$ cat src/rtl/mult_div_unit.sv
`default_nettype none
// ---------------------------------------------------------------------------
// mult_div_unit : iterative HI/LO multiply/divide unit, one radix-2 step per cycle.
// Macro MDU_DIV_EN adds DIV/DIVU; without it those op codes are no-ops.  Rev 1.0
// ---------------------------------------------------------------------------
module mult_div_unit #(
    parameter int WIDTH = 32
) (
    input  logic             clk,
    input  logic             reset,
    input  logic             start,
    input  logic [2:0]       op,
    input  logic [WIDTH-1:0] a,
    input  logic [WIDTH-1:0] b,
    output logic             busy,
    output logic             done,
    output logic [WIDTH-1:0] hi,
    output logic [WIDTH-1:0] lo
);
    localparam int         CW       = $clog2(WIDTH);
    localparam logic [2:0] OP_MULT  = 3'd0;
    localparam logic [2:0] OP_MULTU = 3'd1;
    localparam logic [2:0] OP_MTHI  = 3'd4;
    localparam logic [2:0] OP_MTLO  = 3'd5;
`ifdef MDU_DIV_EN
    localparam logic [2:0] OP_DIV   = 3'd2;
    localparam logic [2:0] OP_DIVU  = 3'd3;
`endif

    typedef enum logic [1:0] {IDLE = 2'd0, RUN = 2'd1, DONE = 2'd2} state_t;
    state_t state, state_nxt;

    logic [CW-1:0]      count;
    logic [WIDTH-1:0]   work_hi, work_lo, opnd;
    logic               neg_lo;
    logic               accept, arith_op, signed_op, last_step;
    logic [WIDTH-1:0]   step_hi, step_lo, res_hi, res_lo;
    logic [WIDTH:0]     mul_sum;
    logic [2*WIDTH-1:0] prod;
`ifdef MDU_DIV_EN
    logic               is_div, neg_hi, div_ge;
    logic [WIDTH:0]     div_shift;
`endif

    function automatic logic [WIDTH-1:0] mag(input logic [WIDTH-1:0] v, input logic sgn);
        return (sgn && v[WIDTH-1]) ? -v : v;
    endfunction

    assign accept    = start && (state != RUN);
    assign last_step = (state == RUN) && (count == CW'(WIDTH - 1));

    always_comb begin
        arith_op  = (op == OP_MULT) || (op == OP_MULTU);
        signed_op = (op == OP_MULT);
`ifdef MDU_DIV_EN
        arith_op  = arith_op || (op == OP_DIV) || (op == OP_DIVU);
        signed_op = signed_op || (op == OP_DIV);
`endif
    end

    always_ff @(posedge clk or posedge reset) begin
        if (reset) state <= IDLE;
        else       state <= state_nxt;
    end

    always_comb begin
        state_nxt = state;
        busy      = 1'b0;
        done      = 1'b0;
        case (state)
            IDLE: if (accept && arith_op) state_nxt = RUN;
            RUN: begin
                busy = 1'b1;
                if (last_step) state_nxt = DONE;
            end
            DONE: begin
                done      = 1'b1;
                state_nxt = (accept && arith_op) ? RUN : IDLE;
            end
            default: state_nxt = IDLE;
        endcase
    end

    // Work registers hold magnitudes; signs are applied only on the final write.
    always_comb begin
        mul_sum = {1'b0, work_hi} + (work_lo[0] ? {1'b0, opnd} : '0);
        step_hi = mul_sum[WIDTH:1];
        step_lo = {mul_sum[0], work_lo[WIDTH-1:1]};
        prod    = {step_hi, step_lo};
        if (neg_lo) prod = -prod;
        res_hi  = prod[2*WIDTH-1:WIDTH];
        res_lo  = prod[WIDTH-1:0];
`ifdef MDU_DIV_EN
        div_shift = {work_hi, work_lo[WIDTH-1]};
        div_ge    = (div_shift >= {1'b0, opnd});
        if (is_div) begin
            step_hi = div_ge ? (div_shift[WIDTH-1:0] - opnd) : div_shift[WIDTH-1:0];
            step_lo = {work_lo[WIDTH-2:0], div_ge};
            res_hi  = neg_hi ? -step_hi : step_hi;
            res_lo  = neg_lo ? -step_lo : step_lo;
            // Zero divisor: remainder already equals the dividend; quotient is forced.
            if (opnd == '0) res_lo = '1;
        end
`endif
    end

    always_ff @(posedge clk or posedge reset) begin
        if (reset) begin
            count   <= '0;
            work_hi <= '0;
            work_lo <= '0;
            opnd    <= '0;
            neg_lo  <= 1'b0;
            hi      <= '0;
            lo      <= '0;
`ifdef MDU_DIV_EN
            is_div  <= 1'b0;
            neg_hi  <= 1'b0;
`endif
        end else if (accept) begin
            if (op == OP_MTHI) hi <= a;
            if (op == OP_MTLO) lo <= a;
            if (arith_op) begin
                count   <= '0;
                work_hi <= '0;
                work_lo <= mag(a, signed_op);
                opnd    <= mag(b, signed_op);
                neg_lo  <= signed_op && (a[WIDTH-1] ^ b[WIDTH-1]);
`ifdef MDU_DIV_EN
                is_div  <= op[1];
                neg_hi  <= signed_op && a[WIDTH-1];
`endif
            end
        end else if (state == RUN) begin
            work_hi <= step_hi;
            work_lo <= step_lo;
            if (last_step) begin
                count <= '0;
                hi    <= res_hi;
                lo    <= res_lo;
            end else begin
                count <= count + 1'b1;
            end
        end
    end
endmodule
`default_nettype wire

$ cat config.mk
export PLATFORM = sky130hd
export DESIGN_NAME = mult_div_unit
export DESIGN_NICKNAME = d
export VERILOG_FILES = /design/src/rtl/mult_div_unit.sv
export SDC_FILE = /design/constraint.sdc
export NUM_CORES = 1
export LEC_CHECK = 0
export BUFFER_PORTS_ARGS = -buffer_cell sky130_fd_sc_hd__buf_4
export CAP_MARGIN = 5
export CORE_ASPECT_RATIO = 1.4
export CORE_MARGIN = 3
export CORE_UTILIZATION = 52
export CTS_BUF_LIST = sky130_fd_sc_hd__clkbuf_8 sky130_fd_sc_hd__clkbuf_16
export DETAILED_ROUTE_END_ITERATION = 10
export PLACE_DENSITY_LB_ADDON = 0.1
export SLEW_MARGIN = 15
export SYNTH_ARGS = -nofsm -noshare
export SYNTH_HDL_FRONTEND = slang
export SYNTH_SLANG_ARGS = --single-unit
$ cat constraint.sdc
create_clock -name clk -period 5.8 [get_ports clk]
set_input_delay 1.16 -clock clk [delete_from_list [all_inputs] [get_ports clk]]
set_output_delay 1.16 -clock clk [all_outputs]
set_load 0.01 [all_outputs]
==> impl_results.html <==
<table>
<tr><th>Metric</th><th>Value</th></tr>
<tr><th colspan="2">Worst setup path</th></tr>
<tr><td>CP Data Arrival Time</td><td>5.35 ns</td></tr>
<tr><td>CP required</td><td>6.13 ns</td></tr>
<tr><td>Type of the setup path with the least slack</td><td>register to register</td></tr>
<tr><td>Startpoint type of the worst setup path</td><td>register</td></tr>
<tr><td>Ordered cell list for the critical path</td><td>and2_1, ha_1, a211oi_1, o21ai_0, a2bb2oi_1, nand3_1, and3_1, nor4b_1, nand4_1, o41ai_1, xor2_1, a221oi_1</td></tr>
<tr><td>Biggest cell delay along the critical path</td><td>0.83 ns</td></tr>
<tr><td>Top fanout value on the critical path</td><td>33</td></tr>
<tr><td>Cell with the largest stage delay on the worst path</td><td>dfrtp_1</td></tr>
<tr><td>Crit end category</td><td>register</td></tr>
<tr><th colspan="2">Synth</th></tr>
<tr><td>Sequential fraction of the synthesis area</td><td>35.70%</td></tr>
<tr><td>Proportion of synthesized area in mux cells</td><td>0.8074%</td></tr>
<tr><td>Number of synthesized flops with an enable pin</td><td>0</td></tr>
<tr><td>Share of synthesized cell area in full adder, half adder and majority cells</td><td>4.101%</td></tr>
<tr><td>Simple-gate area share of the yosys netlist</td><td>23.34%</td></tr>
<tr><td>Ranking of synthesized cells by area</td><td>dfrtp_1 (36%), o21ai_0 (7.2%), nand2_1 (6.2%)</td></tr>
<tr><td>Top-count cell post-synth</td><td>nand2_1</td></tr>
<tr><td>Average size of a mapped cell</td><td>8.017 um^2</td></tr>
<tr><td>Cell variety after synth</td><td>72</td></tr>
<tr><td>Synth Area in Compound Gates</td><td>23.31%</td></tr>
<tr><td>Synthesized instance count</td><td>1469</td></tr>
<tr><td>Ys async rst share</td><td>100.0%</td></tr>
<tr><td>Flip-flop and latch count after synthesis</td><td>168</td></tr>
<tr><td>Number of nets in the synthesized netlist</td><td>1577</td></tr>
<tr><td>Post-synthesis cell type with the largest combined area</td><td>dfrtp_1</td></tr>
<tr><td>Total standard cell area after synthesis</td><td>11780 um^2</td></tr>
<tr><td>Warnings from Yosys</td><td>0</td></tr>
<tr><td>Top cells by instance count after synthesis</td><td>nand2_1 (193), o21ai_0 (170), dfrtp_1 (168), nor2_1 (139), a21oi_1 (104)</td></tr>
<tr><td>Synthesized-area fraction occupied by xor and xnor cells</td><td>9.073%</td></tr>
<tr><td>Most used flip-flop cell after synthesis</td><td>dfrtp_1</td></tr>
<tr><td>Proportion of netlist area held by the largest area contributor</td><td>35.70%</td></tr>
<tr><td>Combinational family with the most area after synthesis</td><td>simple AND/OR/NAND/NOR gates</td></tr>
<tr><th colspan="2">Floorplanning</th></tr>
<tr><td>Core box area</td><td>22100 um^2</td></tr>
<tr><td>Effective utilization at floorplan</td><td>53.29%</td></tr>
<tr><td>Row cnt</td><td>64</td></tr>
<tr><td>Vertical extent of the die</td><td>184.1 um</td></tr>
<tr><td>Boundary Pins</td><td>136</td></tr>
<tr><td>Area enclosed by the die boundary</td><td>24520 um^2</td></tr>
<tr><td>Horizontal extent of the die</td><td>133.2 um</td></tr>
<tr><th colspan="2">Timing</th></tr>
<tr><td>Least-Margin Pin Slew</td><td>1.019 ns</td></tr>
<tr><td>Maximum clock frequency</td><td>0.1991 GHz</td></tr>
<tr><td>Clock Skew</td><td>0.01167 ns</td></tr>
<tr><td>Number of failing hold endpoints at the final stage</td><td>0</td></tr>
<tr><td>Number of setup violations in the final report</td><td>0</td></tr>
<tr><td>Number of pins with negative max-slew slack in the final report</td><td>0</td></tr>
<tr><td>Total negative setup slack</td><td>0 ns</td></tr>
<tr><td>Hold_ws</td><td>0.4672 ns</td></tr>
<tr><td>Minimum period implied by the final worst setup slack</td><td>5.023 ns</td></tr>
<tr><td>Period Utilization, post-route</td><td>86.60%</td></tr>
<tr><td>Max-Slew Margin vs Limit</td><td>31.98%</td></tr>
<tr><td>Setup repair after global routing missed its margin</td><td>no</td></tr>
<tr><th colspan="2">Clock tree</th></tr>
<tr><td>Post-CTS resize count</td><td>0</td></tr>
<tr><td>Clock transition at the registers of the reported paths</td><td>0.07 ns</td></tr>
<tr><td>H-tree Lvls</td><td>4</td></tr>
<tr><td>Source-to-sink clock delay at the later pin of the worst-skew pair</td><td>0.44 ns</td></tr>
<tr><td>CTS buffer count</td><td>17</td></tr>
<tr><td>Cts hold-fix bufs</td><td>0</td></tr>
<tr><td>CTS sink cnt</td><td>168</td></tr>
<tr><td>Clock Root Buffer</td><td>clkbuf_16</td></tr>
<tr><td>TritonCTS clock tree</td><td>done</td></tr>
<tr><td>Clock tree buffer depth</td><td>2</td></tr>
<tr><td>Number of buffers inserted to repair setup after CTS</td><td>0</td></tr>
<tr><th colspan="2">Global route</th></tr>
<tr><td>GRT Overall Usage</td><td>28.55%</td></tr>
<tr><td>Largest net degree at the start of global routing</td><td>89</td></tr>
<tr><td>Number of global-route vias before repair</td><td>10655</td></tr>
<tr><td>Global route total overflow</td><td>0</td></tr>
<tr><td>Number of antenna violations at the first check in global routing</td><td>0</td></tr>
<tr><td>Global-route wire length before repair</td><td>56.24 mm</td></tr>
<tr><th colspan="2">Layout</th></tr>
<tr><td>Total non-filler cell area in the finished layout</td><td>13550 um^2</td></tr>
<tr><td>Fin nets</td><td>1662</td></tr>
<tr><td>Antenna fix cells</td><td>0</td></tr>
<tr><td>Layout cell share with drive strength beyond 1</td><td>13.85%</td></tr>
<tr><td>Number of fill cells in the layout</td><td>2098</td></tr>
<tr><td>Area added between synthesis and finish</td><td>15.07%</td></tr>
<tr><th colspan="2">Run status</th></tr>
<tr><td>Result of the run</td><td>finished, final reports clean</td></tr>
<tr><th colspan="2">Placement</th></tr>
<tr><td>Placed instance area</td><td>12960 um^2</td></tr>
<tr><td>Placer Congestion</td><td>0.9317</td></tr>
<tr><td>Post-detail-place hpwl</td><td>26.15 mm</td></tr>
<tr><td>Buffers added on ports</td><td>135</td></tr>
<tr><th colspan="2">Drt</th></tr>
<tr><td>WL per Instance</td><td>18.73 um</td></tr>
<tr><td>Number of DRC violations after detailed routing</td><td>0</td></tr>
<tr><td>Initial DRC Count</td><td>885</td></tr>
<tr><td>Via-per-instance ratio</td><td>6.011</td></tr>
<tr><td>Number of nets with antenna violations after detailed routing</td><td>0</td></tr>
<tr><td>Total wirelength of the detailed-routed design</td><td>34.92 mm</td></tr>
<tr><td>Via count</td><td>11205</td></tr>
<tr><td>Number of iterations in the first detailed-routing pass</td><td>8</td></tr>
<tr><th colspan="2">Power</th></tr>
<tr><td>Total Power</td><td>0.007384 W</td></tr>
<tr><td>PD cells</td><td>544.8 nW/um^2</td></tr>
<tr><td>Cell leakage power</td><td>5.830 nW</td></tr>
<tr><td>Maximum VDD drop</td><td>0.2419 mV</td></tr>
<tr><th colspan="2">Flow run</th></tr>
<tr><td>Number of maximum-capacitance constraint violations</td><td>0</td></tr>
<tr><th colspan="2">Min path</th></tr>
<tr><td>Path type of the worst min-delay path</td><td>register to register</td></tr>
</table>
==> where the power goes <==
group | switching [W] | leakage (nW) | internal, W | total [W]
Combinational | 0.00246 | 3.47 | 0.00163 | 0.00409
Clock | 0.000510 | 0.293 | 0.000663 | 0.00117
Sequential | 0.000450 | 2.06 | 0.00167 | 0.00212
Total | 0.00342 | 5.83 | 0.00397 | 0.00738
==> critical path: cells and delay by family (launching register included) <==
family,cells,cell delay (ns)
flops,1,0.83
xor+xnor,1,0.12
simple gates,5,1.66
fa+ha+maj,1,0.25
compound gates,5,2.05
==> per-stage QoR <==
stage                     util, %  instances  worst slack [ns]
after global placement      58.62       1832             1.062
after detailed placement    58.62       1832            0.8408
after global routing        61.32       1864            0.2904
final                       61.32       1864            0.7771
after floorplan                 -       1469           0.09327
after CTS                   61.32       1864            0.8198
==> sequential cells by signal, indices dropped and copies added (netlist names) <==
name / cells
count: 5
hi: 32
lo: 32
neg_lo: 1
opnd: 32
state: 2
work_hi: 32
work_lo: 32
==> layout by cell type (no fill, tap or decap), types with 8 or more instances in the layout <==
master / synthesis / layout
nor3_1: 29 / 29
a21oi_1: 104 / 104
and2_1: 42 / 41
o211ai_1: 14 / 14
o41ai_1: 17 / 17
or3_1: 16 / 15
o31ai_1: 55 / 55
o21ai_0: 170 / 170
inv_1: 26 / 26
a31oi_1: 13 / 12
or3_2: 7 / 8
nor2_1: 139 / 138
and3_1: 13 / 13
a211oi_1: 9 / 9
a21o_1: 16 / 16
xnor2_1: 77 / 77
nor4_1: 16 / 16
nand4_1: 10 / 10
nand3_1: 47 / 47
dfrtp_1: 168 / 168
buf_4: 0 / 148
clkbuf_16: 0 / 17
nand2_1: 193 / 192
ha_1: 37 / 37
nand2b_1: 11 / 11
xor2_1: 45 / 45
==> final cells by class <==
class	instances	area [um^2]	share of cell area, %
Sequential cell	168	4204	31.02
Multi-Input combinational cell	1192	7163	52.85
Timing Repair Buffer	148	1111	8.198
Clock buffer	19	452.9	3.342
Inverter	27	106.4	0.7847
Clock inverter	13	143.9	1.062
Tap cell	297	371.6	2.742
==> final timing paths <==
check | from | endpoint | slack (ns) | cells past startpoint
max | work_lo[0] | hi[31] | 0.78 | 12
min | opnd[18] | opnd[18] | 0.47 | 2
max reg2reg | work_lo[0] | hi[31] | 0.78 | 12
min reg2reg | opnd[18] | opnd[18] | 0.47 | 2
max in group asynchronous | reset | work_hi[28] | 3.83 | 3
min in group asynchronous | reset | hi[10] | 0.86 | 2
==> kinds of logic (layout without fill, tap and decap cells) <==
logic type	Yosys count	count (layout)
flops	168	168
fa+ha+maj	38	38
buf+inv	109	207
compound gates	451	451
mux	9	9
simple gates	572	572
xor+xnor	122	122
==> routing by layer <==
layer	track usage, %	vias up	share of wire (%)
met5	0	-	0
met4	10.29	0	3.2
met3	4.025	76	5.1
met2	50.73	370	50
met1	35.43	5320	42
li1	-	5439	-
(Power assumes the default switching activity.)
